==> config.mk <==
export PLATFORM = sky130hd
export DESIGN_NAME = escalonador_requisicoes_flat
export DESIGN_NICKNAME = d
export VERILOG_FILES = /design/src/rtl/escalonador_requisicoes_pkg.sv /design/src/rtl/escalonador_requisicoes_if.sv /design/src/rtl/escalonador_requisicoes_arbitro_round_robin.sv /design/src/rtl/escalonador_requisicoes.sv /design/src/flat_wrapper.sv
export SDC_FILE = /design/constraint.sdc
export NUM_CORES = 1
export LEC_CHECK = 0
export BUFFER_PORTS_ARGS = -buffer_cell sky130_fd_sc_hd__clkbuf_2
export CORE_MARGIN = 8
export CORE_UTILIZATION = 53
export CTS_CLUSTER_SIZE = 16
export DETAILED_ROUTE_END_ITERATION = 16
export PLACE_DENSITY = 0.88
export SLEW_MARGIN = 20
export SYNTH_ARGS = -nofsm -noshare
export SYNTH_HDL_FRONTEND = slang
export SYNTH_HIERARCHICAL = 1
export SYNTH_SLANG_ARGS = --single-unit
==> constraint.sdc <==
create_clock -name clk -period 6.6 [get_ports clk]
set_input_delay 1.32 -clock clk [delete_from_list [all_inputs] [get_ports clk]]
set_output_delay 1.32 -clock clk [all_outputs]
set_load 0.01 [all_outputs]
==> src/rtl/escalonador_requisicoes_pkg.sv <==
// escalonador_pkg: shared definitions for the request scheduler.
//   - 3-bit FSM state encoding (legacy-compatible localparams)
//   - default parameter values
//   - idx_width(): index width helper for the requester count
package escalonador_pkg;

  localparam int unsigned ESTADO_W = 3;

  localparam logic [ESTADO_W-1:0] ST_IDLE      = 3'd0;
  localparam logic [ESTADO_W-1:0] ST_DISPARAR  = 3'd1;
  localparam logic [ESTADO_W-1:0] ST_EXECUTAR  = 3'd2;
  localparam logic [ESTADO_W-1:0] ST_RESPONDER = 3'd3;
  localparam logic [ESTADO_W-1:0] ST_LIBERAR   = 3'd4;

  localparam int unsigned NUM_REQ_PADRAO      = 4;
  localparam int unsigned ADDR_WIDTH_PADRAO   = 16;
  localparam int unsigned CICLOS_WIDTH_PADRAO = 24;

  // Width of an index able to address n requesters (at least one bit).
  function automatic int unsigned idx_width(input int unsigned n);
    return (n > 1) ? $clog2(n) : 1;
  endfunction

endpackage

==> src/rtl/escalonador_requisicoes_if.sv <==
// escalonador_requisicoes_if: host-side request/response bundle.
//   req_valid_in    per-requester pending request (level)
//   req_fonte_in    packed source nodes, requester i at [i*ADDR_WIDTH +: ADDR_WIDTH]
//   req_destino_in  packed destination nodes, same packing
//   req_aceito_out  one-hot accept pulse
//   resp_valid_out  one-hot result-ready level
//   resp_lido_in    per-requester result consumed
//   resp_ciclos_out measured execution cycles
// master: requester side; slave: scheduler side.
interface escalonador_requisicoes_if #(
  parameter int unsigned NUM_REQ      = 4,
  parameter int unsigned ADDR_WIDTH   = 16,
  parameter int unsigned CICLOS_WIDTH = 24
);

  logic [NUM_REQ-1:0]            req_valid_in;
  logic [NUM_REQ*ADDR_WIDTH-1:0] req_fonte_in;
  logic [NUM_REQ*ADDR_WIDTH-1:0] req_destino_in;
  logic [NUM_REQ-1:0]            req_aceito_out;
  logic [NUM_REQ-1:0]            resp_valid_out;
  logic [NUM_REQ-1:0]            resp_lido_in;
  logic [CICLOS_WIDTH-1:0]       resp_ciclos_out;

  modport master (
    output req_valid_in,
    output req_fonte_in,
    output req_destino_in,
    output resp_lido_in,
    input  req_aceito_out,
    input  resp_valid_out,
    input  resp_ciclos_out
  );

  modport slave (
    input  req_valid_in,
    input  req_fonte_in,
    input  req_destino_in,
    input  resp_lido_in,
    output req_aceito_out,
    output resp_valid_out,
    output resp_ciclos_out
  );

endinterface

==> src/rtl/escalonador_requisicoes_arbitro_round_robin.sv <==
// arbitro_round_robin: combinational round-robin search.
//   req        pending requests
//   ptr        last served requester (lowest priority this round)
//   grant      one-hot winner
//   grant_idx  winner index
//   valid      some request is pending
module arbitro_round_robin
  import escalonador_pkg::*;
#(
  parameter int unsigned  NUM_REQ = NUM_REQ_PADRAO,
  localparam int unsigned ID_W    = idx_width(NUM_REQ)
) (
  input  logic [NUM_REQ-1:0] req,
  input  logic [ID_W-1:0]    ptr,
  output logic [NUM_REQ-1:0] grant,
  output logic [ID_W-1:0]    grant_idx,
  output logic               valid
);

  logic        found;
  int unsigned cand;

  // Cyclic search starting at ptr+1; ptr itself is visited last.
  always_comb begin
    grant     = '0;
    grant_idx = '0;
    found     = 1'b0;
    cand      = 0;
    for (int unsigned i = 1; i <= NUM_REQ; i++) begin
      cand = (32'(ptr) + i) % NUM_REQ;
      if (!found && req[ID_W'(cand)]) begin
        found              = 1'b1;
        grant[ID_W'(cand)] = 1'b1;
        grant_idx          = ID_W'(cand);
      end
    end
  end

  assign valid = |req;

endmodule

==> src/rtl/escalonador_requisicoes.sv <==
// escalonador_requisicoes: round-robin scheduler sharing one path-finding
// controller between NUM_REQ host requesters.
//   clk, rst                clock, synchronous active-high reset
//   host (slave modport)    request/response bundle towards requesters
//   ctrl_aguardando_in      controller idle
//   ctrl_caminho_pronto_in  controller path complete
//   ctrl_iniciar_out        1-cycle start pulse
//   ctrl_lido_out           1-cycle result-consumed pulse
//   fonte_out, destino_out  latched operands of the current owner
//   ocupado_out             scheduler not idle
//   grant_id_out            index of current owner
// Every output is a flop; the next values are decoded together with the
// next state so each pulse lands in the cycle of the state it belongs to.
module escalonador_requisicoes
  import escalonador_pkg::*;
#(
  parameter int unsigned  NUM_REQ      = NUM_REQ_PADRAO,
  parameter int unsigned  ADDR_WIDTH   = ADDR_WIDTH_PADRAO,
  parameter int unsigned  CICLOS_WIDTH = CICLOS_WIDTH_PADRAO,
  localparam int unsigned ID_W         = idx_width(NUM_REQ)
) (
  input  logic                          clk,
  input  logic                          rst,
  escalonador_requisicoes_if.slave      host,
  input  logic                          ctrl_aguardando_in,
  input  logic                          ctrl_caminho_pronto_in,
  output logic                          ctrl_iniciar_out,
  output logic                          ctrl_lido_out,
  output logic [ADDR_WIDTH-1:0]         fonte_out,
  output logic [ADDR_WIDTH-1:0]         destino_out,
  output logic                          ocupado_out,
  output logic [ID_W-1:0]               grant_id_out
);

  localparam logic [CICLOS_WIDTH-1:0] CICLOS_MAX = '1;

  logic [ESTADO_W-1:0]     state, state_d;
  logic [ID_W-1:0]         ptr, ptr_d;
  logic [ID_W-1:0]         grant_id_d;
  logic [ADDR_WIDTH-1:0]   fonte_d, destino_d;
  logic [CICLOS_WIDTH-1:0] cnt, cnt_d;
  logic [NUM_REQ-1:0]      aceito_q, aceito_d;
  logic [NUM_REQ-1:0]      resp_valid_q, resp_valid_d;
  logic [CICLOS_WIDTH-1:0] resp_ciclos_q, resp_ciclos_d;
  logic                    iniciar_d, lido_d, ocupado_d;

  logic [NUM_REQ-1:0]      arb_grant;
  logic [ID_W-1:0]         arb_idx;
  logic                    arb_valid;

  arbitro_round_robin #(
    .NUM_REQ   (NUM_REQ)
  ) u_arbitro (
    .req       (host.req_valid_in),
    .ptr       (ptr),
    .grant     (arb_grant),
    .grant_idx (arb_idx),
    .valid     (arb_valid)
  );

  // Next-state and next-output decode.
  always_comb begin
    state_d       = state;
    ptr_d         = ptr;
    grant_id_d    = grant_id_out;
    fonte_d       = fonte_out;
    destino_d     = destino_out;
    cnt_d         = cnt;
    aceito_d      = '0;
    iniciar_d     = 1'b0;
    lido_d        = 1'b0;
    resp_valid_d  = resp_valid_q;
    resp_ciclos_d = resp_ciclos_q;

    case (state)
      ST_IDLE: begin
        if (ctrl_aguardando_in && arb_valid) begin
          state_d    = ST_DISPARAR;
          grant_id_d = arb_idx;
          fonte_d    = host.req_fonte_in[32'(arb_idx) * ADDR_WIDTH +: ADDR_WIDTH];
          destino_d  = host.req_destino_in[32'(arb_idx) * ADDR_WIDTH +: ADDR_WIDTH];
          aceito_d   = arb_grant;
        end
      end

      // First cycle shows the accept pulse, second cycle the start pulse.
      ST_DISPARAR: begin
        cnt_d = '0;
        if (!ctrl_iniciar_out) begin
          iniciar_d = 1'b1;
        end else begin
          state_d = ST_EXECUTAR;
        end
      end

      // Counts cycles without completion, saturating instead of wrapping.
      ST_EXECUTAR: begin
        if (ctrl_caminho_pronto_in) begin
          state_d       = ST_RESPONDER;
          resp_valid_d  = NUM_REQ'(1) << grant_id_out;
          resp_ciclos_d = cnt;
        end else if (cnt != CICLOS_MAX) begin
          cnt_d = cnt + CICLOS_WIDTH'(1);
        end
      end

      // Only the owner's consume bit matters.
      ST_RESPONDER: begin
        if (host.resp_lido_in[grant_id_out]) begin
          state_d       = ST_LIBERAR;
          lido_d        = 1'b1;
          resp_valid_d  = '0;
          resp_ciclos_d = '0;
        end
      end

      ST_LIBERAR: begin
        state_d = ST_IDLE;
        ptr_d   = grant_id_out;
      end

      default: begin
        state_d = ST_IDLE;
      end
    endcase

    ocupado_d = (state_d != ST_IDLE);
  end

  // State and output registers.
  always_ff @(posedge clk) begin
    if (rst) begin
      state            <= ST_IDLE;
      ptr              <= ID_W'(NUM_REQ - 1);
      grant_id_out     <= '0;
      fonte_out        <= '0;
      destino_out      <= '0;
      cnt              <= '0;
      aceito_q         <= '0;
      resp_valid_q     <= '0;
      resp_ciclos_q    <= '0;
      ctrl_iniciar_out <= 1'b0;
      ctrl_lido_out    <= 1'b0;
      ocupado_out      <= 1'b0;
    end else begin
      state            <= state_d;
      ptr              <= ptr_d;
      grant_id_out     <= grant_id_d;
      fonte_out        <= fonte_d;
      destino_out      <= destino_d;
      cnt              <= cnt_d;
      aceito_q         <= aceito_d;
      resp_valid_q     <= resp_valid_d;
      resp_ciclos_q    <= resp_ciclos_d;
      ctrl_iniciar_out <= iniciar_d;
      ctrl_lido_out    <= lido_d;
      ocupado_out      <= ocupado_d;
    end
  end

  assign host.req_aceito_out  = aceito_q;
  assign host.resp_valid_out  = resp_valid_q;
  assign host.resp_ciclos_out = resp_ciclos_q;

endmodule

==> src/flat_wrapper.sv <==
// flat-port wrapper written by rule: the top's interface ports become plain ports
module escalonador_requisicoes_flat import escalonador_pkg::*;
#(
  parameter int unsigned  NUM_REQ      = NUM_REQ_PADRAO,
  parameter int unsigned  ADDR_WIDTH   = ADDR_WIDTH_PADRAO,
  parameter int unsigned  CICLOS_WIDTH = CICLOS_WIDTH_PADRAO,
  localparam int unsigned ID_W         = idx_width(NUM_REQ)
)
  (clk, rst, ctrl_aguardando_in, ctrl_caminho_pronto_in, ctrl_iniciar_out, ctrl_lido_out, fonte_out, destino_out, ocupado_out, grant_id_out, host_req_valid_in, host_req_fonte_in, host_req_destino_in, host_resp_lido_in, host_req_aceito_out, host_resp_valid_out, host_resp_ciclos_out);
  escalonador_requisicoes_if #(.NUM_REQ(NUM_REQ), .ADDR_WIDTH(ADDR_WIDTH), .CICLOS_WIDTH(CICLOS_WIDTH)) host_i ();
  input  logic clk;
  input  logic rst;
  input  logic ctrl_aguardando_in;
  input  logic ctrl_caminho_pronto_in;
  output logic ctrl_iniciar_out;
  output logic ctrl_lido_out;
  output logic [ADDR_WIDTH-1:0] fonte_out;
  output logic [ADDR_WIDTH-1:0] destino_out;
  output logic ocupado_out;
  output logic [ID_W-1:0] grant_id_out;
  input wire logic [$bits(host_i.req_valid_in)-1:0] host_req_valid_in;
  input wire logic [$bits(host_i.req_fonte_in)-1:0] host_req_fonte_in;
  input wire logic [$bits(host_i.req_destino_in)-1:0] host_req_destino_in;
  input wire logic [$bits(host_i.resp_lido_in)-1:0] host_resp_lido_in;
  output wire logic [$bits(host_i.req_aceito_out)-1:0] host_req_aceito_out;
  output wire logic [$bits(host_i.resp_valid_out)-1:0] host_resp_valid_out;
  output wire logic [$bits(host_i.resp_ciclos_out)-1:0] host_resp_ciclos_out;
  assign host_i.req_valid_in = host_req_valid_in;
  assign host_i.req_fonte_in = host_req_fonte_in;
  assign host_i.req_destino_in = host_req_destino_in;
  assign host_i.resp_lido_in = host_resp_lido_in;
  assign host_req_aceito_out = host_i.req_aceito_out;
  assign host_resp_valid_out = host_i.resp_valid_out;
  assign host_resp_ciclos_out = host_i.resp_ciclos_out;
  escalonador_requisicoes #(.NUM_REQ(NUM_REQ), .ADDR_WIDTH(ADDR_WIDTH), .CICLOS_WIDTH(CICLOS_WIDTH)) u_core (.clk(clk), .rst(rst), .host(host_i), .ctrl_aguardando_in(ctrl_aguardando_in), .ctrl_caminho_pronto_in(ctrl_caminho_pronto_in), .ctrl_iniciar_out(ctrl_iniciar_out), .ctrl_lido_out(ctrl_lido_out), .fonte_out(fonte_out), .destino_out(destino_out), .ocupado_out(ocupado_out), .grant_id_out(grant_id_out));
endmodule
After elaboration in Yosys (flattened, before gate mapping). Index checks and enable logic that the tools add are counted.

Register bits after elaboration: 98. Bits of input ports: 140.

Add/sub/neg operators: 5. Magnitude comparators: 9. Equality and inequality tests: 9. Shift-type cells: 3. Muxes and demuxes: 45. Bitwise operators: 7. Reduce and logical (&&, ||, !) cells: 22.

Operators by type and width (number): 64-bit by 7-bit variable part select with 16-bit output (2); 24-bit two-way mux (4); 24-bit case mux with 2 select lines (2); 24-bit by 1-bit adder with 24-bit output (second input constant) (1); 4-bit two-way mux (6); 24-bit != test (second input constant) (1); 2-bit by 3-bit < comparator with 1-bit output (second input constant) (5); 1-bit two-way mux (14); 3-bit two-way mux (4); 4-bit bitwise OR (3); 3-bit case mux with 4 select lines (1); 1-bit binary-select mux with 2-bit select (5); 1-bit demux with 2-bit select (4); 2-bit by 1-bit >= comparator with 1-bit output (second input constant) (4); 1-bit logical AND (8); 2-bit two-way mux (4); 4-bit case mux with 2 select lines (1); 3-bit by 2-bit equality test with 1-bit output (second input constant) (2); 3-bit AND reduction (2); 2-bit by 1-bit adder with 2-bit output (second input constant) (2); 2-bit adder (second input constant) (2); 2-bit by 1-bit != test with 1-bit output (second input constant) (2); 2-bit != test (second input constant) (2); 1-bit inverter (4); 11 further kinds (15).

Logic depth before layout (Yosys ltp). Gate-level depths: netlist of the first run.

Depth after elaboration: 14. Depth in mapped cells: 13. Depth with buffers taken out: 9.

Hierarchy. Netlist of the first run, hierarchy kept.

Modules (own cells, without submodules): escalonador_requisicoes (instances 1, cells each 480, area each 4653.2 um2); arbitro_round_robin (instances 1, cells each 70, area each 540.5 um2).

Worst setup path after synthesis of the first run. No wires, ideal clock.

Path type: input -> register. Start point: input host_req_valid_in[0]. End point: register u_core.destino_out[10]. Library setup time: 132 ps. Arrival: 3354 ps. Data required time: 6468 ps. Setup slack: 3113 ps. Stages on the path: 10. Path buffers: 3. Path through: clkbuf_1 mux2_2 a22oi_1 o211ai_1 a21oi_1 clkbuf_1 buf_2 mux4_2 nand2_1 a21oi_1.

Word-level cells in the longest chain between the ends: 13. Elaborated cells on any way between the ends: 25. Classes of those cells: 1 x shift; 15 x mux; 9 x reduce/logical.

Ends and longest elaborated chain: start: declaration (line flat_wrapper.sv:21) `input wire logic [$bits(host_i.req_valid_in)-1:0] host_req_valid_in;`; 1-bit binary-select mux with 2-bit select (line escalonador_requisicoes_arbitro_round_robin.sv:31) `if (!found && req[ID_W'(cand)]) begin`; 1-bit two-way mux (implied by the code) (line escalonador_requisicoes_arbitro_round_robin.sv:31); 1-bit two-way mux (line escalonador_requisicoes_arbitro_round_robin.sv:31); 1-bit zero test (line escalonador_requisicoes_arbitro_round_robin.sv:31); 1-bit logical AND (line escalonador_requisicoes_arbitro_round_robin.sv:31); 1-bit two-way mux (line escalonador_requisicoes_arbitro_round_robin.sv:31); 1-bit zero test (line escalonador_requisicoes_arbitro_round_robin.sv:31); 1-bit logical AND (line escalonador_requisicoes_arbitro_round_robin.sv:31); 1-bit two-way mux (line escalonador_requisicoes_arbitro_round_robin.sv:31); 1-bit zero test (line escalonador_requisicoes_arbitro_round_robin.sv:31); 1-bit logical AND (line escalonador_requisicoes_arbitro_round_robin.sv:31); 2-bit two-way mux (*) (line escalonador_requisicoes_arbitro_round_robin.sv:31); via u_core.arb_idx[0] (line escalonador_requisicoes.sv:48) `logic [ID_W-1:0] arb_idx;`; 64-bit by 7-bit variable part select with 16-bit output (*) (line escalonador_requisicoes.sv:81) `destino_d = host.req_destino_in[32'(arb_idx) * ADDR_WIDTH +: ADDR_WIDTH];`; end signal: assignment (line escalonador_requisicoes.sv:150) `destino_out <= destino_d;`; end: declaration (line escalonador_requisicoes.sv:30) `output logic [ADDR_WIDTH-1:0] destino_out,`.

The timed path passes the listed nets; every way through them passes the cells marked *. The select of a mux whose other input is x is not followed. A chain may end at the register's enable or synchronous reset.

Worst setup path in the final report of the first run.
Start point: register u_core.ptr[0]. End point: register u_core.fonte_out[14].

Word-level cells in the longest chain between the ends: 14. Elaborated cells on any way between the ends: 26. Classes of those cells: 4 x add/sub; 1 x shift; 15 x mux; 6 x reduce/logical.

Ends and longest elaborated chain: start: declaration (line escalonador_requisicoes.sv:38) `logic [ID_W-1:0] ptr, ptr_d;`; start signal: assignment (line escalonador_requisicoes.sv:134) `ptr <= ID_W'(NUM_REQ - 1);`; start signal: assignment (line escalonador_requisicoes.sv:147) `ptr <= ptr_d;`; 2-bit by 1-bit adder with 2-bit output (line escalonador_requisicoes_arbitro_round_robin.sv:30) `cand = (32'(ptr) + i) % NUM_REQ;`; 1-bit binary-select mux with 2-bit select (line escalonador_requisicoes_arbitro_round_robin.sv:31); 1-bit two-way mux (implied by the code) (line escalonador_requisicoes_arbitro_round_robin.sv:31); 1-bit two-way mux (line escalonador_requisicoes_arbitro_round_robin.sv:31); 1-bit zero test (line escalonador_requisicoes_arbitro_round_robin.sv:31); 1-bit logical AND (line escalonador_requisicoes_arbitro_round_robin.sv:31); 1-bit two-way mux (line escalonador_requisicoes_arbitro_round_robin.sv:31); 1-bit zero test (line escalonador_requisicoes_arbitro_round_robin.sv:31); 1-bit logical AND (line escalonador_requisicoes_arbitro_round_robin.sv:31); 1-bit two-way mux (line escalonador_requisicoes_arbitro_round_robin.sv:31); 1-bit zero test (line escalonador_requisicoes_arbitro_round_robin.sv:31); 1-bit logical AND (line escalonador_requisicoes_arbitro_round_robin.sv:31); 2-bit two-way mux (*) (line escalonador_requisicoes_arbitro_round_robin.sv:31); via u_core.arb_idx[0] (line escalonador_requisicoes.sv:48); 64-bit by 7-bit variable part select with 16-bit output (*) (line escalonador_requisicoes.sv:80) `fonte_d = host.req_fonte_in[32'(arb_idx) * ADDR_WIDTH +: ADDR_WIDTH];`; end signal: assignment (line escalonador_requisicoes.sv:149) `fonte_out <= fonte_d;`; end: declaration (line escalonador_requisicoes.sv:29) `output logic [ADDR_WIDTH-1:0] fonte_out,`.

Marks and branches as above.

==> flow_summary.html, run 1 <==
<table>
<tr><th>Metric</th><th>Value</th></tr>
<tr><th colspan="2">Status</th></tr>
<tr><td>Outcome</td><td>complete, no violations</td></tr>
<tr><th colspan="2">STA</th></tr>
<tr><td>Number of endpoints failing setup at the final stage</td><td>0</td></tr>
<tr><td>Worst Tran Pin Value</td><td>1.07 ns</td></tr>
<tr><td>Max-slew violation total from the final report</td><td>0</td></tr>
<tr><td>Unrepaired setup endpoints after global routing</td><td>false</td></tr>
<tr><td>Final cycle utilization of the critical path</td><td>0.572</td></tr>
<tr><td>Clock Skew</td><td>~0.010 ns</td></tr>
<tr><td>Setup TNS</td><td>0 ns</td></tr>
<tr><td>Minimum period implied by the final worst setup slack</td><td>between 3 and 4 ns</td></tr>
<tr><td>FMAX</td><td>~260 MHz</td></tr>
<tr><td>Final hold vios</td><td>0</td></tr>
<tr><td>Max-slew headroom</td><td>0.281</td></tr>
<tr><th colspan="2">Die</th></tr>
<tr><td>Die extent in y</td><td>~110 um</td></tr>
<tr><td>Initial Utilization</td><td>0.539</td></tr>
<tr><td>Floorplan die width</td><td>between 100 and 150 um</td></tr>
<tr><td>Total number of placement rows</td><td>36</td></tr>
<tr><td>I/O pins</td><td>roughly 210</td></tr>
<tr><td>Core box area</td><td>~9600 um^2</td></tr>
<tr><td>Die ar.</td><td>13200 um^2</td></tr>
<tr><th colspan="2">Yosys</th></tr>
<tr><td>Synth Cell Area</td><td>between 5000 and 6000 um^2</td></tr>
<tr><td>Syn Area/Cell</td><td>between 9 and 10 um^2</td></tr>
<tr><td>Number of storage elements in the synthesis netlist</td><td>98</td></tr>
<tr><td>Number of enable-type register cells in the synthesized netlist</td><td>0</td></tr>
<tr><td>Sequential fraction of the synthesis area</td><td>0.378</td></tr>
<tr><td>Number of cells produced by synthesis</td><td>550</td></tr>
<tr><td>Most frequent cells after synthesis</td><td>sky130_fd_sc_hd__dfxtp_1 (98), sky130_fd_sc_hd__nand2_1 (92), sky130_fd_sc_hd__a21oi_1 (47), sky130_fd_sc_hd__mux4_2 (35), sky130_fd_sc_hd__clkbuf_1 (29)</td></tr>
<tr><td>Net count after synthesis</td><td>between 600 and 700</td></tr>
<tr><td>Top_reg_cell synth</td><td>sky130_fd_sc_hd__dfxtp_1</td></tr>
<tr><td>Leading cell types by total area after synthesis</td><td>sky130_fd_sc_hd__dfxtp_1 (38%), sky130_fd_sc_hd__mux4_2 (15%), sky130_fd_sc_hd__nand2_1 (6.6%)</td></tr>
<tr><td>Leading cell type by number of instances after synthesis</td><td>sky130_fd_sc_hd__dfxtp_1</td></tr>
<tr><td>Async set-reset flop share out of synthesis</td><td>0</td></tr>
<tr><td>Cell variety after synth</td><td>60</td></tr>
<tr><td>Total of warnings raised by yosys</td><td>6</td></tr>
<tr><td>Cell taking the most area after synthesis</td><td>sky130_fd_sc_hd__dfxtp_1</td></tr>
<tr><td>Area share of the leading cell type in the synthesized netlist</td><td>0.378</td></tr>
<tr><th colspan="2">Detailed routing</th></tr>
<tr><td>Routed wire length</td><td>around 16 mm</td></tr>
<tr><td>Detail-routed net length per standard cell</td><td>~19 um</td></tr>
<tr><td>Count of nets left with antenna violations after detail routing</td><td>0</td></tr>
<tr><td>Length of the first detailed-routing pass in iterations</td><td>5</td></tr>
<tr><td>Mean number of vias per cell</td><td>roughly 6</td></tr>
<tr><td>Residual DRC count</td><td>0</td></tr>
<tr><td>DR vias</td><td>between 5000 and 6000</td></tr>
<tr><td>DR iter-0 viols</td><td>353</td></tr>
<tr><th colspan="2">Setup path</th></tr>
<tr><td>Largest incremental delay on the critical path</td><td>~0.75 ns</td></tr>
<tr><td>Worst setup path category</td><td>register to register</td></tr>
<tr><td>Worst reg2reg startpoint</td><td>u_core/ptr[0]</td></tr>
<tr><td>Setup slack on the worst flop-to-flop path</td><td>about 2.8 ns</td></tr>
<tr><td>Slowest CP cell</td><td>sky130_fd_sc_hd__dfxtp_1</td></tr>
<tr><td>Data arrival, critical path</td><td>approximately 4 ns</td></tr>
<tr><td>Kind of launch point of the worst setup path</td><td>register</td></tr>
<tr><td>Crit path capture type</td><td>register</td></tr>
<tr><td>Crit path cell chain</td><td>inv_1 &gt; ha_1 &gt; nor2b_1 &gt; a22oi_1 &gt; o211ai_1 &gt; a21oi_4 &gt; buf_4 &gt; mux4_2 &gt; nand2_1 &gt; a21oi_1</td></tr>
<tr><td>Data required time at the worst endpoint</td><td>between 6 and 7 ns</td></tr>
<tr><td>End of the worst register-to-register path</td><td>u_core/fonte_out[14]</td></tr>
<tr><td>Worst r2r path cells</td><td>10</td></tr>
<tr><td>Largest driver fanout on the critical path</td><td>33</td></tr>
<tr><th colspan="2">Layout</th></tr>
<tr><td>Final-stage net count</td><td>a little under 900</td></tr>
<tr><td>N_diodes</td><td>0</td></tr>
<tr><td>Utilization after layout</td><td>0.664</td></tr>
<tr><td>Fraction of layout instances using a drive strength above 1</td><td>0.392</td></tr>
<tr><td>Area growth from synthesis to layout</td><td>23.2%</td></tr>
<tr><th colspan="2">Min path</th></tr>
<tr><td>Hold Path Class</td><td>register to register</td></tr>
<tr><td>End point of the worst hold path</td><td>u_core/destino_out[8]</td></tr>
<tr><td>Cell depth of the worst min-delay path</td><td>2</td></tr>
<tr><td>Worst Min Path Start</td><td>u_core/destino_out[8]</td></tr>
<tr><th colspan="2">Pwr</th></tr>
<tr><td>Switching portion of total power</td><td>0.283</td></tr>
<tr><td>Total leakage power</td><td>around 2.7 nW</td></tr>
<tr><td>Psw</td><td>335 uW</td></tr>
<tr><td>Pint</td><td>848 uW</td></tr>
<tr><td>Sequential cell fraction of total power</td><td>0.526</td></tr>
<tr><td>Power per cell area</td><td>between 150 and 200 nW/um^2</td></tr>
<tr><td>Share of power burned in the clock network</td><td>0.298</td></tr>
<tr><td>Max VDD drop</td><td>0.108 mV</td></tr>
<tr><td>Combinational share of power</td><td>0.176</td></tr>
<tr><th colspan="2">Global routing</th></tr>
<tr><td>Number of global-route vias before repair</td><td>between 5000 and 6000</td></tr>
<tr><td>First-pass GRT wire length</td><td>between 20 and 30 mm</td></tr>
<tr><td>Global Route Usage Sum</td><td>0.240</td></tr>
<tr><td>Antenna violations before repair</td><td>0</td></tr>
<tr><td>Maximum number of pins on one net before global-route repair</td><td>68</td></tr>
<tr><td>Total congestion overflow after global routing</td><td>0</td></tr>
<tr><th colspan="2">Clock tree</th></tr>
<tr><td>Clock tree from TritonCTS</td><td>yes</td></tr>
<tr><td>Post-cts repair resize count</td><td>0</td></tr>
<tr><td>Insertion delay to the later sink of the worst-skew pair</td><td>0.36 ns</td></tr>
<tr><td>Number of CTS-inserted buffers</td><td>9</td></tr>
<tr><td>Number of sinks handled by clock tree synthesis</td><td>between 90 and 100</td></tr>
<tr><td>Post-CTS setup buffer count</td><td>0</td></tr>
<tr><td>Buffer cell driving the clock tree root</td><td>sky130_fd_sc_hd__clkbuf_8</td></tr>
<tr><td>Clock-pin slew of the registers on the worst-case setup and hold paths</td><td>0.09 ns</td></tr>
<tr><td>Number of buffers inserted by hold repair at cts</td><td>0</td></tr>
<tr><td>H-tree lvl count</td><td>3</td></tr>
<tr><td>Number of buffers between clock root and the deepest sink</td><td>2</td></tr>
<tr><th colspan="2">Job</th></tr>
<tr><td>Max cap viols</td><td>0</td></tr>
<tr><th colspan="2">Place</th></tr>
<tr><td>Port Buffer Count</td><td>208</td></tr>
<tr><td>Routability congestion estimate</td><td>0.858</td></tr>
<tr><td>Hpwl dp</td><td>12.3 mm</td></tr>
</table>
==> per-stage QoR <==
| step | total power, mW | hold slack [ns] | setup slack, ns | instance area [um^2] | cells |
|---|---|---|---|---|---|
| floorplan | 0.761 | 0.470 | 3.11 | 5190 | 550 |
| global placement | 0.833 | 0.444 | 3.01 | 6220 | 847 |
| detailed placement | 0.842 | 0.447 | 2.84 | 6220 | 847 |
| CTS | 1.18 | 0.460 | 2.87 | 6390 | 863 |
| global route | 1.23 | 0.479 | 2.58 | 6400 | 863 |
| finish | 1.18 | 0.462 | 2.82 | 6400 | 863 |
==> power by group through the flow <==
| stage | clock (mW) | sequential [mW] | combinational, mW |
|---|---|---|---|
| after floorplan | 0 | 0.641 | 0.121 |
| after global placement | 0 | 0.634 | 0.199 |
| after detailed placement | 0 | 0.635 | 0.207 |
| after CTS | 0.355 | 0.622 | 0.207 |
| after global routing | 0.381 | 0.625 | 0.225 |
| final | 0.353 | 0.622 | 0.208 |
==> sequential cells by signal, summed over array words and instances (netlist names) <==
name / count
u_core/cnt: 24
u_core/host.resp_ciclos_out: 24
u_core/destino_out: 16
u_core/fonte_out: 16
u_core/host.req_aceito_out: 4
u_core/host.resp_valid_out: 4
u_core/state: 3
u_core/grant_id_out: 2
u_core/ptr: 2
u_core/ctrl_iniciar_out: 1
u_core/ctrl_lido_out: 1
u_core/ocupado_out: 1
==> layout by cell type (no fill, tap or decap), types with 2 or more instances in the layout <==
| cell | n |
|---|---|
| sky130_fd_sc_hd__o21ai_0 | 22 |
| sky130_fd_sc_hd__nor2b_1 | 12 |
| sky130_fd_sc_hd__a221o_1 | 4 |
| sky130_fd_sc_hd__ha_1 | 9 |
| sky130_fd_sc_hd__o31ai_2 | 8 |
| sky130_fd_sc_hd__nor2_1 | 24 |
| sky130_fd_sc_hd__o21ai_1 | 4 |
| sky130_fd_sc_hd__or4_1 | 3 |
| sky130_fd_sc_hd__a22o_1 | 23 |
| sky130_fd_sc_hd__nand2_1 | 91 |
| sky130_fd_sc_hd__nor3b_1 | 3 |
| sky130_fd_sc_hd__nand3_1 | 12 |
| sky130_fd_sc_hd__nand4b_1 | 3 |
| sky130_fd_sc_hd__nand3_2 | 2 |
| sky130_fd_sc_hd__a31oi_1 | 13 |
| sky130_fd_sc_hd__dfxtp_1 | 98 |
| sky130_fd_sc_hd__mux4_2 | 35 |
| sky130_fd_sc_hd__buf_4 | 4 |
| sky130_fd_sc_hd__a41oi_1 | 3 |
| sky130_fd_sc_hd__nand2b_1 | 3 |
| sky130_fd_sc_hd__and3_1 | 9 |
| sky130_fd_sc_hd__clkinv_4 | 2 |
| sky130_fd_sc_hd__nor3_1 | 13 |
| sky130_fd_sc_hd__clkbuf_2 | 208 |
| sky130_fd_sc_hd__clkbuf_8 | 9 |
| sky130_fd_sc_hd__or3_1 | 3 |
| sky130_fd_sc_hd__nand3b_1 | 2 |
| sky130_fd_sc_hd__nand4_1 | 7 |
| sky130_fd_sc_hd__a22oi_1 | 2 |
| sky130_fd_sc_hd__a21oi_1 | 46 |
| sky130_fd_sc_hd__inv_1 | 8 |
| sky130_fd_sc_hd__a211oi_1 | 2 |
| sky130_fd_sc_hd__clkbuf_1 | 2 |
| sky130_fd_sc_hd__a32o_1 | 4 |
| sky130_fd_sc_hd__o211ai_1 | 5 |
==> routing by layer <==
metal  global-route usage  vias up  part of all wire
li1                     -     2400                 -
met1                0.253     2431              0.36
met2                0.438      245              0.53
met3               0.0709       29             0.083
met4               0.0928        0             0.023
met5                    0        -                 0
==> how the worst max path moves through the flow <==
stage / from / to / slack [ns] / depth (start not counted)
after floorplan: host_req_valid_in[0] / u_core/destino_out[10] / 3.11 / 10
after global placement: host_req_valid_in[0] / u_core/fonte_out[4] / 3.01 / 9
after detailed placement: host_req_valid_in[0] / u_core/fonte_out[9] / 2.84 / 9
after CTS: u_core/ptr[0] / u_core/fonte_out[9] / 2.87 / 10
after global routing: u_core/ptr[0] / u_core/fonte_out[9] / 2.58 / 10
final: u_core/ptr[0] / u_core/fonte_out[14] / 2.82 / 10
==> cell families (layout without fill, tap and decap cells) <==
| group | count (synthesis) | in the layout | synth area share |
|---|---|---|---|
| buffers and inverters | 56 | 236 | 0.0496 |
| flip-flops | 98 | 98 | 0.378 |
| AO/OA/AOI/OAI | 149 | 149 | 0.203 |
| adder cells (fa/ha/maj) | 9 | 9 | 0.0217 |
| multiplexers | 37 | 37 | 0.156 |
| AND/OR/NAND/NOR | 201 | 201 | 0.192 |
==> worst max-delay path: cells and delay by family (launching register included) <==
family	cells	cell delay, ns
adders and majority gates	1	0.59
DFF	1	0.75
muxes	1	0.59
buffers and inverters	2	0.80
and+or+nand+nor	2	0.23
AOI/OAI and AO/OA	4	0.65
==> cell type report <==
type                            count  area (um^2)
Tap cell                          133          166
Timing Repair Buffer              212         1070
Inverter                            8         30.0
Clock buffer                       11          131
Clock inverter                      5         38.8
Sequential cell                    98         1960
Fill cell                         781         3240
Multi-Input combinational cell    396         3000
Power figures use the tool's default switching activity.
==> run 2: changes to the inputs <==
--- a/config.mk
+++ b/config.mk
@@ -7,10 +7,10 @@
 export LEC_CHECK = 0
 export BUFFER_PORTS_ARGS = -buffer_cell sky130_fd_sc_hd__clkbuf_2
 export CORE_MARGIN = 8
-export CORE_UTILIZATION = 53
+export CORE_UTILIZATION = 49
 export CTS_CLUSTER_SIZE = 16
 export DETAILED_ROUTE_END_ITERATION = 16
-export PLACE_DENSITY = 0.88
+export PLACE_DENSITY = 0.83
 export SLEW_MARGIN = 20
 export SYNTH_ARGS = -nofsm -noshare
 export SYNTH_HDL_FRONTEND = slang
==> constraint.sdc (replaced) <==
create_clock -name clk -period 3.52 [get_ports clk]
set_input_delay 0.704 -clock clk [delete_from_list [all_inputs] [get_ports clk]]
set_output_delay 0.704 -clock clk [all_outputs]
set_load 0.01 [all_outputs]
==> run 2 against run 1 <==
  * First-iteration DRC count increased by 15%
  * Clock power increased by 97%
  * Fmax increased by 26%
  * Core utilization decreased by 3.5 points
  * Total power increased by 91%
  * Die area increased by 7.0%
  * Critical endpoint is now u_core/fonte_out[15]
  * Non-clock buffer count increased by 8
  * Clock skew increased by 0.0041 ns
==> flow_summary.html, run 2 (synthesis results as in run 1) <==
<table>
<tr><th>Metric</th><th>Value</th></tr>
<tr><th colspan="2">Die</th></tr>
<tr><td>Die extent in y</td><td>119 um (+3.4%)</td></tr>
<tr><td>Core box area</td><td>10300 um^2 (+7.1%)</td></tr>
<tr><td>Initial Utilization</td><td>0.503 (-0.0357)</td></tr>
<tr><td>Total number of placement rows</td><td>37 (+2.8%)</td></tr>
<tr><td>Die ar.</td><td>14200 um^2 (+7.0%)</td></tr>
<tr><td>I/O pins</td><td>209 (unchanged)</td></tr>
<tr><td>Floorplan die width</td><td>119 um (+3.4%)</td></tr>
<tr><th colspan="2">Layout</th></tr>
<tr><td>Cell area after layout</td><td>6490 um^2 (+1.4%)</td></tr>
<tr><td>Area of combinational cells with multiple inputs</td><td>2990 um^2 (-0.25%)</td></tr>
<tr><td>Filler instances</td><td>837 (+7.2%)</td></tr>
<tr><td>Area growth from synthesis to layout</td><td>25.0%</td></tr>
<tr><td>Highest-count cells in the layout ignoring fill and taps</td><td>sky130_fd_sc_hd__clkbuf_2 (208), sky130_fd_sc_hd__dfxtp_1 (98), sky130_fd_sc_hd__nand2_1 (92)</td></tr>
<tr><td>Fraction of layout instances using a drive strength above 1</td><td>0.400 (+0.00795)</td></tr>
<tr><td>Final-stage net count</td><td>882 (+0.92%)</td></tr>
<tr><td>Most common library cell in the layout ignoring fill and taps</td><td>sky130_fd_sc_hd__clkbuf_2</td></tr>
<tr><td>Storage element area</td><td>1960 um^2 (unchanged)</td></tr>
<tr><th colspan="2">Clock tree</th></tr>
<tr><td>H-tree lvl count</td><td>3 (unchanged)</td></tr>
<tr><td>Insertion delay to the later sink of the worst-skew pair</td><td>0.36 ns (about the same)</td></tr>
<tr><td>Post-CTS setup buffer count</td><td>0 (unchanged)</td></tr>
<tr><td>Post-cts repair resize count</td><td>0 (unchanged)</td></tr>
<tr><td>Clock-pin slew of the registers on the worst-case setup and hold paths</td><td>0.10 ns (about the same)</td></tr>
<tr><td>Number of sinks handled by clock tree synthesis</td><td>98 (unchanged)</td></tr>
<tr><td>Buffer cell driving the clock tree root</td><td>sky130_fd_sc_hd__clkbuf_8</td></tr>
<tr><td>Number of buffers inserted by hold repair at cts</td><td>0 (unchanged)</td></tr>
<tr><td>Number of buffers between clock root and the deepest sink</td><td>2 (unchanged)</td></tr>
<tr><td>Number of CTS-inserted buffers</td><td>9 (unchanged)</td></tr>
<tr><td>Clock tree from TritonCTS</td><td>yes</td></tr>
<tr><th colspan="2">Detailed routing</th></tr>
<tr><td>DR iter-0 viols</td><td>405 (+15%)</td></tr>
<tr><td>Length of the first detailed-routing pass in iterations</td><td>5 (unchanged)</td></tr>
<tr><td>Residual DRC count</td><td>0 (unchanged)</td></tr>
<tr><td>Detail-routed net length per standard cell</td><td>18.7 um (+0.31%)</td></tr>
<tr><td>DR vias</td><td>5120 (+0.29%)</td></tr>
<tr><td>Routed wire length</td><td>16.4 mm (+1.7%)</td></tr>
<tr><td>Count of nets left with antenna violations after detail routing</td><td>0 (unchanged)</td></tr>
<tr><td>Mean number of vias per cell</td><td>5.85 (-1.1%)</td></tr>
<tr><th colspan="2">Pwr</th></tr>
<tr><td>Combinational share of power</td><td>0.177 (about the same)</td></tr>
<tr><td>Switching portion of total power</td><td>0.289 (+0.00623)</td></tr>
<tr><td>Power per cell area</td><td>348 nW/um^2 (+88%)</td></tr>
<tr><td>Max VDD drop</td><td>0.232 mV (+120%)</td></tr>
<tr><td>Total leakage power</td><td>2.76 nW (+1.7%)</td></tr>
<tr><td>Pint</td><td>1.61 mW (+89%)</td></tr>
<tr><td>Sequential cell fraction of total power</td><td>0.516 (-0.010)</td></tr>
<tr><td>Psw</td><td>653 uW (+95%)</td></tr>
<tr><td>Share of power burned in the clock network</td><td>0.307 (+0.009)</td></tr>
<tr><th colspan="2">Setup path</th></tr>
<tr><td>Largest driver fanout on the critical path</td><td>28 (-15%)</td></tr>
<tr><td>Slowest CP cell</td><td>sky130_fd_sc_hd__mux4_2</td></tr>
<tr><td>Crit path capture type</td><td>register</td></tr>
<tr><td>Kind of launch point of the worst setup path</td><td>register</td></tr>
<tr><td>Worst setup path category</td><td>register to register</td></tr>
<tr><td>Data arrival, critical path</td><td>3.24 ns (-0.75 ns)</td></tr>
<tr><td>Largest incremental delay on the critical path</td><td>0.56 ns (-0.19 ns)</td></tr>
<tr><td>Data required time at the worst endpoint</td><td>3.75 ns (-3.06 ns)</td></tr>
<tr><td>Worst reg2reg startpoint</td><td>u_core/ptr[0]</td></tr>
<tr><td>Startpoint of the most critical setup path</td><td>u_core/ptr[0]</td></tr>
<tr><td>Largest delay contributor family on the critical path</td><td>compound AO/OA/AOI/OAI gates</td></tr>
<tr><td>Crit path cell chain</td><td>inv_1 &gt; ha_1 &gt; nor2b_1 &gt; a22oi_1 &gt; o211ai_1 &gt; a21oi_4 &gt; buf_12 &gt; mux4_2 &gt; nand2_1 &gt; a21oi_1</td></tr>
<tr><td>Sum of buffers and inverters on the critical path</td><td>2 (unchanged)</td></tr>
<tr><th colspan="2">Global routing</th></tr>
<tr><td>Global Route Usage Sum</td><td>0.226 (-0.0138)</td></tr>
<tr><td>Number of global-route vias before repair</td><td>5340 (+3.4%)</td></tr>
<tr><td>First-pass GRT wire length</td><td>26.5 mm (+4.3%)</td></tr>
<tr><td>Maximum number of pins on one net before global-route repair</td><td>47 (-31%)</td></tr>
<tr><td>Antenna violations before repair</td><td>1 (+1)</td></tr>
<tr><td>Total congestion overflow after global routing</td><td>0 (unchanged)</td></tr>
<tr><th colspan="2">STA</th></tr>
<tr><td>Worst Tran Pin Value</td><td>0.933 ns (-0.141 ns)</td></tr>
<tr><td>Final cycle utilization of the critical path</td><td>0.854 (+0.282)</td></tr>
<tr><td>Max-slew headroom</td><td>0.373 (+0.0916)</td></tr>
<tr><td>Number of endpoints failing setup at the final stage</td><td>0 (unchanged)</td></tr>
<tr><td>Clock Skew</td><td>0.0145 ns (+0.00406 ns)</td></tr>
<tr><td>Setup TNS</td><td>0 ns (unchanged)</td></tr>
<tr><td>FMAX</td><td>333 MHz (+26%)</td></tr>
<tr><td>Final hold vios</td><td>0 (unchanged)</td></tr>
<tr><td>Unrepaired setup endpoints after global routing</td><td>false</td></tr>
<tr><td>Max-slew violation total from the final report</td><td>0 (unchanged)</td></tr>
<tr><td>Minimum period implied by the final worst setup slack</td><td>3.01 ns (-0.769 ns)</td></tr>
<tr><th colspan="2">Place</th></tr>
<tr><td>Total cell area at the placement stage</td><td>6300 um^2 (+1.2%)</td></tr>
<tr><td>Routability congestion estimate</td><td>0.891 (+3.8%)</td></tr>
<tr><td>Hpwl dp</td><td>12.6 mm (+3.0%)</td></tr>
<tr><td>Port Buffer Count</td><td>208 (unchanged)</td></tr>
<tr><th colspan="2">Min path</th></tr>
<tr><td>Hold Path Class</td><td>register to register</td></tr>
<tr><td>Worst Min Path Start</td><td>u_core/destino_out[2]</td></tr>
<tr><th colspan="2">Job</th></tr>
<tr><td>Max cap viols</td><td>0 (unchanged)</td></tr>
<tr><th colspan="2">Status</th></tr>
<tr><td>Outcome</td><td>complete, no violations</td></tr>
</table>
[run 2: worst paths after layout]
| check | cells after the start | to | slack [ns] |
|---|---|---|---|
| setup / recovery | 10 | u_core/fonte_out[15] | 0.51 |
| hold / removal | 2 | u_core/destino_out[2] | 0.46 |
| setup reg to reg | 10 | u_core/fonte_out[15] | 0.51 |
| hold reg to reg | 2 | u_core/destino_out[2] | 0.46 |
[run 2: area by class of cell]
cell class	instances	area share
multi-input cells	396	0.461
flip-flops and latches	98	0.302
repair buffers	220	0.176
well taps	136	0.0262
clock buffers	9	0.0191
clock inverters	7	0.0100
inverters	8	0.00463
diodes	1	0.000386
[run 2: metrics by stage]
stage	setup WS [ns]	power (mW)	utilization	instances	hold slack, ns
floorplan	0.249	1.43	-	550	0.470
global placement	0.639	1.57	0.610	858	0.442
detailed placement	0.546	1.59	0.610	858	0.449
CTS	0.543	2.27	0.629	874	0.463
global route	0.331	2.37	0.629	875	0.481
finish	0.513	2.26	0.629	875	0.460
[run 2: power by group through the flow]
| stage | clock network [mW] | logic [mW] | registers (mW) |
|---|---|---|---|
| after global placement | 0 | 0.386 | 1.19 |
| after detailed placement | 0 | 0.399 | 1.19 |
| after global routing | 0.766 | 0.434 | 1.17 |
| final | 0.694 | 0.400 | 1.17 |
| after CTS | 0.707 | 0.400 | 1.17 |
| after floorplan | 0 | 0.226 | 1.20 |
[run 2: tightest hold or removal path, stage by stage, from the launching register on]
cell,delay (ns)
sky130_fd_sc_hd__dfxtp_1,0.32
sky130_fd_sc_hd__nand2_1,0.05
sky130_fd_sc_hd__a21oi_1,0.05
[run 2: layer usage]
metal	vias to the layer above	track usage	routed length, um
li1	2415	-	-
met2	191	0.403	8490
met1	2478	0.233	6050
met5	-	0	0
met4	0	0.0957	471
met3	36	0.0855	1350
==> run 3: changes to the inputs <==
--- a/config.mk
+++ b/config.mk
@@ -11,7 +11,7 @@
 export CTS_CLUSTER_SIZE = 16
 export DETAILED_ROUTE_END_ITERATION = 16
 export PLACE_DENSITY = 0.83
-export SLEW_MARGIN = 20
+export RECOVER_POWER = 50
 export SYNTH_ARGS = -nofsm -noshare
 export SYNTH_HDL_FRONTEND = slang
 export SYNTH_HIERARCHICAL = 1
==> run 3 against run 2 <==
  * Design area down 1.4%
  * Register-to-register slack better by 0.03 ns
  * Flip-flop and latch count unchanged
  * Wire length decreased by 0.28%
  * Clock skew is 0.0015 ns lower
  * First-iteration DRC count down 5.7%
  * Combinational power fell by 3%
==> flow_summary.html, run 3 (synthesis results as in run 1) <==
<table>
<tr><th>Metric</th><th>Value</th></tr>
<tr><th colspan="2">Status</th></tr>
<tr><td>Outcome</td><td>complete, no violations</td></tr>
<tr><th colspan="2">Detailed routing</th></tr>
<tr><td>Length of the first detailed-routing pass in iterations</td><td>4 (-1)</td></tr>
<tr><td>Count of nets left with antenna violations after detail routing</td><td>0 (unchanged)</td></tr>
<tr><td>Routed wire length</td><td>16.3 mm (-0.28%)</td></tr>
<tr><td>DR vias</td><td>5105 (-0.29%)</td></tr>
<tr><td>DR iter-0 viols</td><td>382 (-5.7%)</td></tr>
<tr><td>Residual DRC count</td><td>0 (unchanged)</td></tr>
<tr><td>Detail-routed net length per standard cell</td><td>18.6 um (-0.28%)</td></tr>
<tr><td>Mean number of vias per cell</td><td>5.83 (-0.29%)</td></tr>
<tr><th colspan="2">Place</th></tr>
<tr><td>Pre-CTS WS</td><td>0.546 ns (unchanged)</td></tr>
<tr><td>Hpwl dp</td><td>12.6 mm (unchanged)</td></tr>
<tr><td>Placed insts</td><td>858 (unchanged)</td></tr>
<tr><td>Port Buffer Count</td><td>208 (unchanged)</td></tr>
<tr><td>Routability congestion estimate</td><td>0.891 (unchanged)</td></tr>
<tr><th colspan="2">Setup path</th></tr>
<tr><td>Startpoint of the most critical setup path</td><td>u_core/ptr[1]</td></tr>
<tr><td>Crit path capture type</td><td>register</td></tr>
<tr><td>Largest driver fanout on the critical path</td><td>28 (unchanged)</td></tr>
<tr><td>Crit path cell chain</td><td>inv_1 &gt; ha_1 &gt; nor2b_1 &gt; a22oi_1 &gt; o211ai_1 &gt; a21oi_4 &gt; buf_12 &gt; mux4_2 &gt; nand2_1 &gt; a21oi_1</td></tr>
<tr><td>Data required time at the worst endpoint</td><td>3.75 ns (about the same)</td></tr>
<tr><td>End of the worst register-to-register path</td><td>u_core/fonte_out[7]</td></tr>
<tr><td>Setup slack on the worst flop-to-flop path</td><td>0.54 ns (+0.03 ns)</td></tr>
<tr><td>Worst r2r path cells</td><td>10 (unchanged)</td></tr>
<tr><td>Worst setup path category</td><td>register to register</td></tr>
<tr><td>Kind of launch point of the worst setup path</td><td>register</td></tr>
<tr><td>Largest incremental delay on the critical path</td><td>0.54 ns (-0.02 ns)</td></tr>
<tr><td>Data arrival, critical path</td><td>3.21 ns (-0.03 ns)</td></tr>
<tr><td>Worst reg2reg startpoint</td><td>u_core/ptr[1]</td></tr>
<tr><td>Slowest CP cell</td><td>sky130_fd_sc_hd__ha_1</td></tr>
<tr><th colspan="2">Clock tree</th></tr>
<tr><td>Buffer cell driving the clock tree root</td><td>sky130_fd_sc_hd__clkbuf_8</td></tr>
<tr><td>Clock-pin slew of the registers on the worst-case setup and hold paths</td><td>0.10 ns (about the same)</td></tr>
<tr><td>H-tree lvl count</td><td>3 (unchanged)</td></tr>
<tr><td>Number of buffers between clock root and the deepest sink</td><td>2 (unchanged)</td></tr>
<tr><td>Clock tree from TritonCTS</td><td>yes</td></tr>
<tr><td>Post-CTS setup buffer count</td><td>0 (unchanged)</td></tr>
<tr><td>Number of CTS-inserted buffers</td><td>9 (unchanged)</td></tr>
<tr><td>Insertion delay to the later sink of the worst-skew pair</td><td>0.36 ns (about the same)</td></tr>
<tr><td>Post-cts repair resize count</td><td>0 (unchanged)</td></tr>
<tr><td>Number of sinks handled by clock tree synthesis</td><td>98 (unchanged)</td></tr>
<tr><td>Number of buffers inserted by hold repair at cts</td><td>0 (unchanged)</td></tr>
<tr><th colspan="2">Min path</th></tr>
<tr><td>Worst Min Path Start</td><td>u_core/destino_out[2]</td></tr>
<tr><td>End point of the worst hold path</td><td>u_core/destino_out[2]</td></tr>
<tr><td>Hold Path Class</td><td>register to register</td></tr>
<tr><td>Cell depth of the worst min-delay path</td><td>2 (unchanged)</td></tr>
<tr><th colspan="2">STA</th></tr>
<tr><td>FMAX</td><td>336 MHz (+0.99%)</td></tr>
<tr><td>Smallest setup slack after layout</td><td>0.543 ns (+0.0296 ns)</td></tr>
<tr><td>Max-slew headroom</td><td>0.281 (-0.0919)</td></tr>
<tr><td>Clock Skew</td><td>0.0130 ns (-0.00150 ns)</td></tr>
<tr><td>Worst Tran Pin Value</td><td>1.08 ns (+0.146 ns)</td></tr>
<tr><td>Final cycle utilization of the critical path</td><td>0.846 (-0.00841)</td></tr>
<tr><td>Unrepaired setup endpoints after global routing</td><td>false</td></tr>
<tr><td>Final hold vios</td><td>0 (unchanged)</td></tr>
<tr><td>Number of endpoints failing setup at the final stage</td><td>0 (unchanged)</td></tr>
<tr><td>Max-slew violation total from the final report</td><td>0 (unchanged)</td></tr>
<tr><td>Minimum period implied by the final worst setup slack</td><td>2.98 ns (-0.0296 ns)</td></tr>
<tr><td>Hold slack</td><td>0.459 ns (-0.000194 ns)</td></tr>
<tr><td>Setup TNS</td><td>0 ns (unchanged)</td></tr>
<tr><th colspan="2">Layout</th></tr>
<tr><td>Non-filler instance count after layout</td><td>875 (unchanged)</td></tr>
<tr><td>Final-stage net count</td><td>882 (unchanged)</td></tr>
<tr><td>Most common library cell in the layout ignoring fill and taps</td><td>sky130_fd_sc_hd__clkbuf_2</td></tr>
<tr><td>Fraction of layout instances using a drive strength above 1</td><td>0.304 (-0.0962)</td></tr>
<tr><td>Area growth from synthesis to layout</td><td>23.3%</td></tr>
<tr><td>Highest-count cells in the layout ignoring fill and taps</td><td>sky130_fd_sc_hd__clkbuf_2 (137), sky130_fd_sc_hd__dfxtp_1 (98), sky130_fd_sc_hd__nand2_1 (92)</td></tr>
<tr><th colspan="2">Global routing</th></tr>
<tr><td>First-pass GRT wire length</td><td>26.5 mm (unchanged)</td></tr>
<tr><td>Total congestion overflow after global routing</td><td>0 (unchanged)</td></tr>
<tr><td>Antenna violations before repair</td><td>1 (unchanged)</td></tr>
<tr><td>Maximum number of pins on one net before global-route repair</td><td>47 (unchanged)</td></tr>
<tr><td>Global Route Usage Sum</td><td>0.226 (unchanged)</td></tr>
<tr><td>Number of global-route vias before repair</td><td>5340 (unchanged)</td></tr>
<tr><th colspan="2">Pwr</th></tr>
<tr><td>Switching portion of total power</td><td>0.289 (about the same)</td></tr>
<tr><td>Power per cell area</td><td>351 nW/um^2 (+0.86%)</td></tr>
<tr><td>Psw</td><td>650 uW (-0.50%)</td></tr>
<tr><td>Pint</td><td>1.60 mW (-0.53%)</td></tr>
<tr><td>Share of power burned in the clock network</td><td>0.308 (about the same)</td></tr>
<tr><td>Max VDD drop</td><td>0.231 mV (-0.55%)</td></tr>
<tr><td>Sequential cell fraction of total power</td><td>0.519 (+0.003)</td></tr>
<tr><td>Total leakage power</td><td>2.52 nW (-8.7%)</td></tr>
<tr><td>Combinational share of power</td><td>0.174 (-0.003)</td></tr>
<tr><th colspan="2">Die</th></tr>
<tr><td>I/O pins</td><td>209 (unchanged)</td></tr>
<tr><td>Core box area</td><td>10300 um^2 (unchanged)</td></tr>
<tr><td>Initial Utilization</td><td>0.503 (unchanged)</td></tr>
<tr><td>Total number of placement rows</td><td>37 (unchanged)</td></tr>
<tr><td>Die ar.</td><td>14200 um^2 (unchanged)</td></tr>
<tr><td>Die extent in y</td><td>119 um (unchanged)</td></tr>
<tr><td>Floorplan die width</td><td>119 um (unchanged)</td></tr>
<tr><th colspan="2">Job</th></tr>
<tr><td>Max cap viols</td><td>0 (unchanged)</td></tr>
</table>
-- run 3: cell types whose count changed in the layout (fill, tap and decap cells not counted) --
cell and delta:
sky130_fd_sc_hd__clkbuf_2 -71, sky130_fd_sc_hd__clkbuf_1 +71
-- run 3: worst max-delay path by stage --
stage	to	slack (ns)	cells after the start
2_1_floorplan	u_core/destino_out[10]	0.25	13
3_3_place_gp	u_core/destino_out[13]	0.64	9
3_5_place_dp	u_core/fonte_out[7]	0.55	10
4_1_cts	u_core/fonte_out[7]	0.54	10
5_1_grt	u_core/destino_out[8]	0.30	10
6_report	u_core/fonte_out[7]	0.54	10
-- run 3: layout make-up --
cell class | count | area, um^2
Clock buffer | 9 | 124
Clock inverter | 7 | 65.1
Inverter | 8 | 30.0
Timing Repair Buffer | 220 | 1050
Multi-Input combinational cell | 396 | 2990
Tap cell | 136 | 170
Antenna cell | 1 | 2.50
Fill cell | 887 | 3920
Sequential cell | 98 | 1960
-- run 3: per-stage QoR --
stage	total power [mW]	cell area, um^2	util
global placement	1.57	6300	0.610
floorplan	1.43	5190	-
detailed placement	1.59	6300	0.610
finish	2.25	6400	0.620
global route	2.36	6400	0.620
CTS	2.27	6490	0.629
-- run 3: routing by layer --
metal / vias up / global-route usage / part of all wire
met5: - / 0 / 0
met4: 0 / 0.0957 / 0.030
met3: 38 / 0.0855 / 0.084
met2: 192 / 0.403 / 0.52
met1: 2461 / 0.233 / 0.37
li1: 2414 / - / -
-- run 3: power groups by stage --
stage / registers, mW / clock network [mW] / logic [mW]
after global placement: 1.19 / 0 / 0.386
after floorplan: 1.20 / 0 / 0.226
final: 1.17 / 0.692 / 0.390
after detailed placement: 1.19 / 0 / 0.399
after CTS: 1.17 / 0.707 / 0.400
after global routing: 1.17 / 0.766 / 0.425
-- run 3: critical path: cells and delay by family, from the launching register on --
family	cells	cell delay, ns
compound gates	4	0.77
fa+ha+maj	1	0.54
mux	1	0.54
buf+inv	2	0.42
flops	1	0.34
simple gates	2	0.22
